File: src/rtl/tri_fir_pkg.sv
`default_nettype none
// ============================================================================
// Module      : tri_fir_pkg
// Description : Shared state encoding, tap-weight function and width helpers
//               for the triangular FIR smoother.
// Revision    : 1.0 - initial release
// ============================================================================
package tri_fir_pkg;

    typedef enum logic [1:0] {
        ST_IDLE  = 2'd0,
        ST_RUN   = 2'd1,
        ST_FLUSH = 2'd2
    } state_e;

    // Triangular weight of tap k: 1,2,..,half+1,..,2,1
    function automatic int coef(input int k, input int half);
        return (k <= half) ? k + 1 : 2 * half + 1 - k;
    endfunction

    function automatic int nsh(input int half);
        return 2 * $clog2(half + 1);
    endfunction

    function automatic int acc_w(input int dw, input int half);
        return dw + nsh(half);
    endfunction

endpackage
`default_nettype wire

File: src/rtl/tri_fir_mac.sv
`default_nettype none
// ============================================================================
// Module      : tri_fir_mac
// Description : Combinational weighted sum of the symmetric window using
//               pair pre-adds and constant shift/add weighting.
// Revision    : 1.0 - initial release
// ============================================================================
module tri_fir_mac
    import tri_fir_pkg::*;
#(
    parameter  int DW    = 10,
    parameter  int HALF  = 7,
    localparam int TAPS  = 2 * HALF + 1,
    localparam int ACC_W = acc_w(DW, HALF)
)(
    input  logic [TAPS-1:0][DW-1:0] i_win,
    output logic [ACC_W-1:0]        o_acc
);

    localparam int c_lg = $clog2(HALF + 1);

    logic [ACC_W-1:0] w_term [HALF];

    for (genvar k = 0; k < HALF; k++) begin : g_pair
        logic [DW:0]      w_pre;
        logic [ACC_W-1:0] w_wt;

        assign w_pre = {1'b0, i_win[k]} + {1'b0, i_win[TAPS-1-k]};

        // Every weight is below 2**c_lg, so c_lg partial products suffice
        always_comb begin
            w_wt = '0;
            for (int b = 0; b < c_lg; b++) begin
                if (((coef(k, HALF) >> b) & 1) != 0) begin
                    w_wt = w_wt + (ACC_W'(w_pre) << b);
                end
            end
        end

        assign w_term[k] = w_wt;
    end

    always_comb begin
        o_acc = ACC_W'(i_win[HALF]) << c_lg;
        for (int k = 0; k < HALF; k++) begin
            o_acc = o_acc + w_term[k];
        end
    end

endmodule
`default_nettype wire

File: src/rtl/tri_fir_smoother.sv
`default_nettype none
// ============================================================================
// Module      : tri_fir_smoother
// Description : Streaming framed triangular FIR smoother with replicated
//               edges; L outputs per L-sample frame. Define TRI_FIR_NORM_EN
//               for rounded, DW-wide normalised output.
// Revision    : 1.0 - initial release
// ============================================================================
module tri_fir_smoother
    import tri_fir_pkg::*;
#(
    parameter  int DW    = 10,
    parameter  int HALF  = 7,
    localparam int ACC_W = acc_w(DW, HALF),
`ifdef TRI_FIR_NORM_EN
    localparam int OW    = DW
`else
    localparam int OW    = ACC_W
`endif
)(
    input  logic          clk,
    input  logic          reset,
    input  logic          s_valid,
    output logic          s_ready,
    input  logic [DW-1:0] s_data,
    input  logic          s_last,
    output logic          m_valid,
    input  logic          m_ready,
    output logic [OW-1:0] m_data,
    output logic          m_last
);

    localparam int              c_taps = 2 * HALF + 1;
    localparam int              c_cw   = $clog2(HALF + 2);
    localparam logic [c_cw-1:0] c_full = c_cw'(HALF + 1);
    localparam logic [c_cw-1:0] c_half = c_cw'(HALF);

    state_e                      r_state_q, w_state_d;
    logic [c_cw-1:0]             r_cnt_q, w_cnt_d;
    logic [c_cw-1:0]             r_fcnt_q, w_fcnt_d;
    logic [c_taps-1:0][DW-1:0]   r_win_q, w_win_d;
    logic                        r_m_valid_q, w_m_valid_d;
    logic                        r_m_last_q, w_m_last_d;
    logic [OW-1:0]               r_m_data_q, w_m_data_d;

    logic                        w_step_ok;
    logic                        w_accept;
    logic                        w_emit;
    logic                        w_last;
    logic [ACC_W-1:0]            w_acc;
    logic [OW-1:0]               w_out;

    assign w_step_ok = !r_m_valid_q || m_ready;
    assign s_ready   = w_step_ok && (r_state_q != ST_FLUSH);
    assign w_accept  = s_valid && s_ready;

    assign m_valid = r_m_valid_q;
    assign m_data  = r_m_data_q;
    assign m_last  = r_m_last_q;

    always_comb begin
        w_state_d = r_state_q;
        w_cnt_d   = r_cnt_q;
        w_fcnt_d  = r_fcnt_q;
        w_win_d   = r_win_q;
        w_emit    = 1'b0;
        w_last    = 1'b0;
        case (r_state_q)
            ST_IDLE: begin
                if (w_accept) begin
                    for (int k = 0; k < c_taps; k++) begin
                        w_win_d[k] = s_data;
                    end
                    w_cnt_d   = c_cw'(1);
                    w_fcnt_d  = '0;
                    w_state_d = s_last ? ST_FLUSH : ST_RUN;
                end
            end
            ST_RUN: begin
                if (w_accept) begin
                    w_win_d = {s_data, r_win_q[c_taps-1:1]};
                    if (r_cnt_q != c_full) begin
                        w_cnt_d = r_cnt_q + 1'b1;
                    end
                    w_emit = (w_cnt_d == c_full);
                    if (s_last) begin
                        w_state_d = ST_FLUSH;
                        w_fcnt_d  = '0;
                    end
                end
            end
            ST_FLUSH: begin
                // Short frames skip the early flush outputs whose centre lies left of sample 0
                if (w_step_ok) begin
                    w_win_d  = {r_win_q[c_taps-1], r_win_q[c_taps-1:1]};
                    w_fcnt_d = r_fcnt_q + 1'b1;
                    w_emit   = (w_fcnt_d >= (c_full - r_cnt_q));
                    if (w_fcnt_d == c_half) begin
                        w_last    = 1'b1;
                        w_state_d = ST_IDLE;
                    end
                end
            end
            default: begin
                w_state_d = ST_IDLE;
            end
        endcase
    end

    tri_fir_mac #(
        .DW   (DW),
        .HALF (HALF)
    ) u_mac (
        .i_win (w_win_d),
        .o_acc (w_acc)
    );

`ifdef TRI_FIR_NORM_EN
    localparam int               c_nsh = nsh(HALF);
    localparam logic [ACC_W:0]   c_rnd = (ACC_W + 1)'(1) << (c_nsh - 1);

    assign w_out = OW'(({1'b0, w_acc} + c_rnd) >> c_nsh);
`else
    assign w_out = w_acc;
`endif

    always_comb begin
        w_m_valid_d = r_m_valid_q;
        w_m_data_d  = r_m_data_q;
        w_m_last_d  = r_m_last_q;
        if (w_emit) begin
            w_m_valid_d = 1'b1;
            w_m_data_d  = w_out;
            w_m_last_d  = w_last;
        end else if (m_ready) begin
            w_m_valid_d = 1'b0;
        end
    end

    always_ff @(posedge clk) begin
        if (reset) begin
            r_state_q   <= ST_IDLE;
            r_cnt_q     <= '0;
            r_fcnt_q    <= '0;
            r_win_q     <= '0;
            r_m_valid_q <= 1'b0;
            r_m_data_q  <= '0;
            r_m_last_q  <= 1'b0;
        end else begin
            r_state_q   <= w_state_d;
            r_cnt_q     <= w_cnt_d;
            r_fcnt_q    <= w_fcnt_d;
            r_win_q     <= w_win_d;
            r_m_valid_q <= w_m_valid_d;
            r_m_data_q  <= w_m_data_d;
            r_m_last_q  <= w_m_last_d;
        end
    end

endmodule
`default_nettype wire

File: config.mk
export PLATFORM = sky130hd
export DESIGN_NAME = tri_fir_smoother
export DESIGN_NICKNAME = d
export VERILOG_FILES = /design/src/rtl/tri_fir_pkg.sv /design/src/rtl/tri_fir_mac.sv /design/src/rtl/tri_fir_smoother.sv
export SDC_FILE = /design/constraint.sdc
export NUM_CORES = 1
export LEC_CHECK = 0
export BUFFER_PORTS_ARGS = -buffer_cell sky130_fd_sc_hd__clkbuf_2
export CORE_ASPECT_RATIO = 0.7
export CORE_MARGIN = 10
export CORE_UTILIZATION = 30
export CTS_CLUSTER_DIAMETER = 150
export DETAILED_ROUTE_END_ITERATION = 10
export MAX_ROUTING_LAYER = met4
export PLACE_DENSITY = 0.45
export SYNTH_ARGS = -nofsm -noshare
export SYNTH_HDL_FRONTEND = slang
export SYNTH_SLANG_ARGS = --single-unit
File: constraint.sdc
create_clock -name clk -period 9.3 [get_ports clk]
set_clock_uncertainty 0.1 [all_clocks]
set_input_delay 0.465 -clock clk [delete_from_list [all_inputs] [get_ports clk]]
set_output_delay 0.465 -clock clk [all_outputs]
set_load 0.01 [all_outputs]
==> run summary <==
final worst slack: 0.370 ns
sequential fraction of the synthesis area: 25.9%
prevailing post-synth register cell: dfxtp_1
setup TNS: 0 ns
most common cell in the netlist: dfxtp_1
Final Hold Violating Endpoints: 0
share of cells above drive strength 1: 8.60%
YS warnings: 0
via count: 10,800
Avg Vias per Cell: 5.00
flops & latches, synth: 178
Placed Cells: 2,127
Crit Path Max Fanout: 11
Reg area: 3560 um2
Critical Path AT: 9.18 ns
largest net degree at the start of global routing: 102
hold slack final: 0.207 ns
Clock transition at path regs: 0.07 ns
first-pass GRT wire length: 66,300 um
fillers: 4,722
Synth async-reset ratio: 0%
DRT iter0 DRCs: 790
outcome: finished clean
TritonCTS sink count: 178
GR Util All Layers: 16.7%
fin. max-slew vios: 0
Detailed Place HPWL: 34,300 um
H-tree levels: 4
hold-critical path depth: 3
Worst EP required: 9.55 ns
vias in the first global route: 10,400
Core ar.: 45,100 um2
I/O Pins: 34
CTS Buf Count: 17
hold crit path type: primary input to register
Final Wtd Congestion: 0.847
DRC viols: 0
Layout Cells excl Fill: 2,164
Post-synth EDFFs: 0
final setup fails: 0
Area Growth Syn to Fin: 11.8%
Clock Path Buffers: 2
num rows: 65
chip height: 199 um
FMAX: 112 MHz
wirelength, routed: 43,400 um
Chip Width: 276 um
Syn Area/Cell: 9.03 um2
multi-input logic area: 9340 um2
min Tclk post-route: 8.93 ns
CP Capture Type: register
TritonRoute pass-1 iters: 5
top-area cell type share of the netlist area: 25.9%
most frequent cells after synthesis: dfxtp_1 (178), inv_1 (176), nor2b_1 (141)
most used cell, CP: fa_1
IO Port Bufs: 33
Worst slew margin: 25.0%
CTS Hold Buffers Added: 0
largest cells by area after synthesis: dfxtp_1 (26%), fa_1 (18%), ha_1 (9.1%)
clk_lat worst skew: 0.48 ns
cell taking the most area after synthesis: dfxtp_1
Max Cap Viol: 0
CP max stage delay: 0.56 ns
Cells after Synth: 1,522
post-synthesis instance area: 13,700 um2
CP Class: register to register
distinct cell type count of the synthesized netlist: 63
starting density of the core: 30.4%
DIE AREA: 54,900 um2
CTS root buffer: clkbuf_16
CTS tree: done
WL per Instance: 20.0 um
Reg2Reg Depth: 33
fin crit share: 96.0%
grt ovf: 0
Final nets: 1,783
initial antenna violation count: 1
post-route ant nets: 0
post-place setup slack: 0.217 ns
Worst Max-Slew Pin Slew: 1.12 ns
Syn Nets: 1,759
startpoint types: register
CP max stage cell: fa_1
worst paths after layout:
| path | from | end | slack (ns) |
|---|---|---|---|
| max | r_state_q[1] | m_data[14] | 0.37 |
| min | s_last | r_state_q[0] | 0.21 |
| max reg2reg | r_state_q[1] | m_data[14] | 0.37 |
| min reg2reg | m_data[8] | m_data[8] | 0.37 |
layout by cell type, fill, tap and decap left out, types with 4 or more instances in the layout:
cell / instances
nand3_1: 12
o21ai_0: 71
nor3_1: 13
a2bb2oi_1: 4
mux2i_1: 9
a211oi_1: 7
nand2_1: 97
a221o_1: 68
o21bai_1: 6
and2_1: 13
nor2_1: 101
buf_4: 34
dfxtp_1: 178
nand2b_1: 9
a21oi_1: 93
clkbuf_16: 17
xor2_1: 24
a22oi_1: 8
nand3b_1: 5
nor2b_1: 140
maj3_1: 6
fa_1: 122
a21o_1: 34
a22o_1: 4
clkbuf_2: 32
ha_1: 98
o21a_1: 13
xnor2_1: 44
nand4b_1: 4
a21oi_2: 4
o2bb2ai_1: 5
a221oi_1: 18
inv_1: 176
a31oi_1: 6
nand2_2: 4
inv_6: 6
o21ai_1: 5
per-layer routing:
| layer | global-route usage [%] | routed length (um) |
|---|---|---|
| met1 | 27.7 | 25100 |
| met2 | 18.5 | 14800 |
| met3 | 4.36 | 3290 |
| met4 | 2.63 | 189 |
| met5 | - | 0 |
cells by family after synthesis:
kind of cell	count (synthesis)	share of synthesized area [%]
simple gates	421	15.6
compound gates	375	19.2
buf+inv	241	6.78
fa+ha+maj	228	27.3
flops	178	25.9
xor+xnor	69	4.40
mux	10	0.738
registers in the layout (all words and copies together), names as in the netlist:
signal and count:
m_data 16, m_valid 1, r_state_q 2, r_win_q 150, m_last 1, r_cnt_q 4, r_fcnt_q 4
critical path, delay by kind of cell (launching register included):
family          cells  cell delay, ns
fa+ha+maj           9            4.03
compound gates     12            2.58
simple gates        5            0.99
buf+inv             6            0.54
flops               1            0.38
xor+xnor            1            0.18
per-stage QoR:
step	cell area [um2]	utilization [%]
after detailed placement	14700	32.5
after global routing	15400	34.0
after CTS	15300	33.8
after floorplan	13700	-
after global placement	14700	32.5
final	15400	34.0
cell type report:
type                            count  area share, %
Multi-Input combinational cell   1104           60.8
Sequential cell                   178           23.2
Tap cell                          603           4.91
Inverter                          176           4.30
Timing Repair Buffer               69           3.04
Clock buffer                       19           2.95
Clock inverter                     13          0.758
Antenna cell                        2         0.0326
repair_timing:
item	in CTS	in global routing
buffers inserted	0	2
gates resized for setup	0	19
endpoints found under the setup margin	0	7
Power is not shown: default switching activity piles up to over one toggle a cycle in this logic, so the estimate is an artifact.
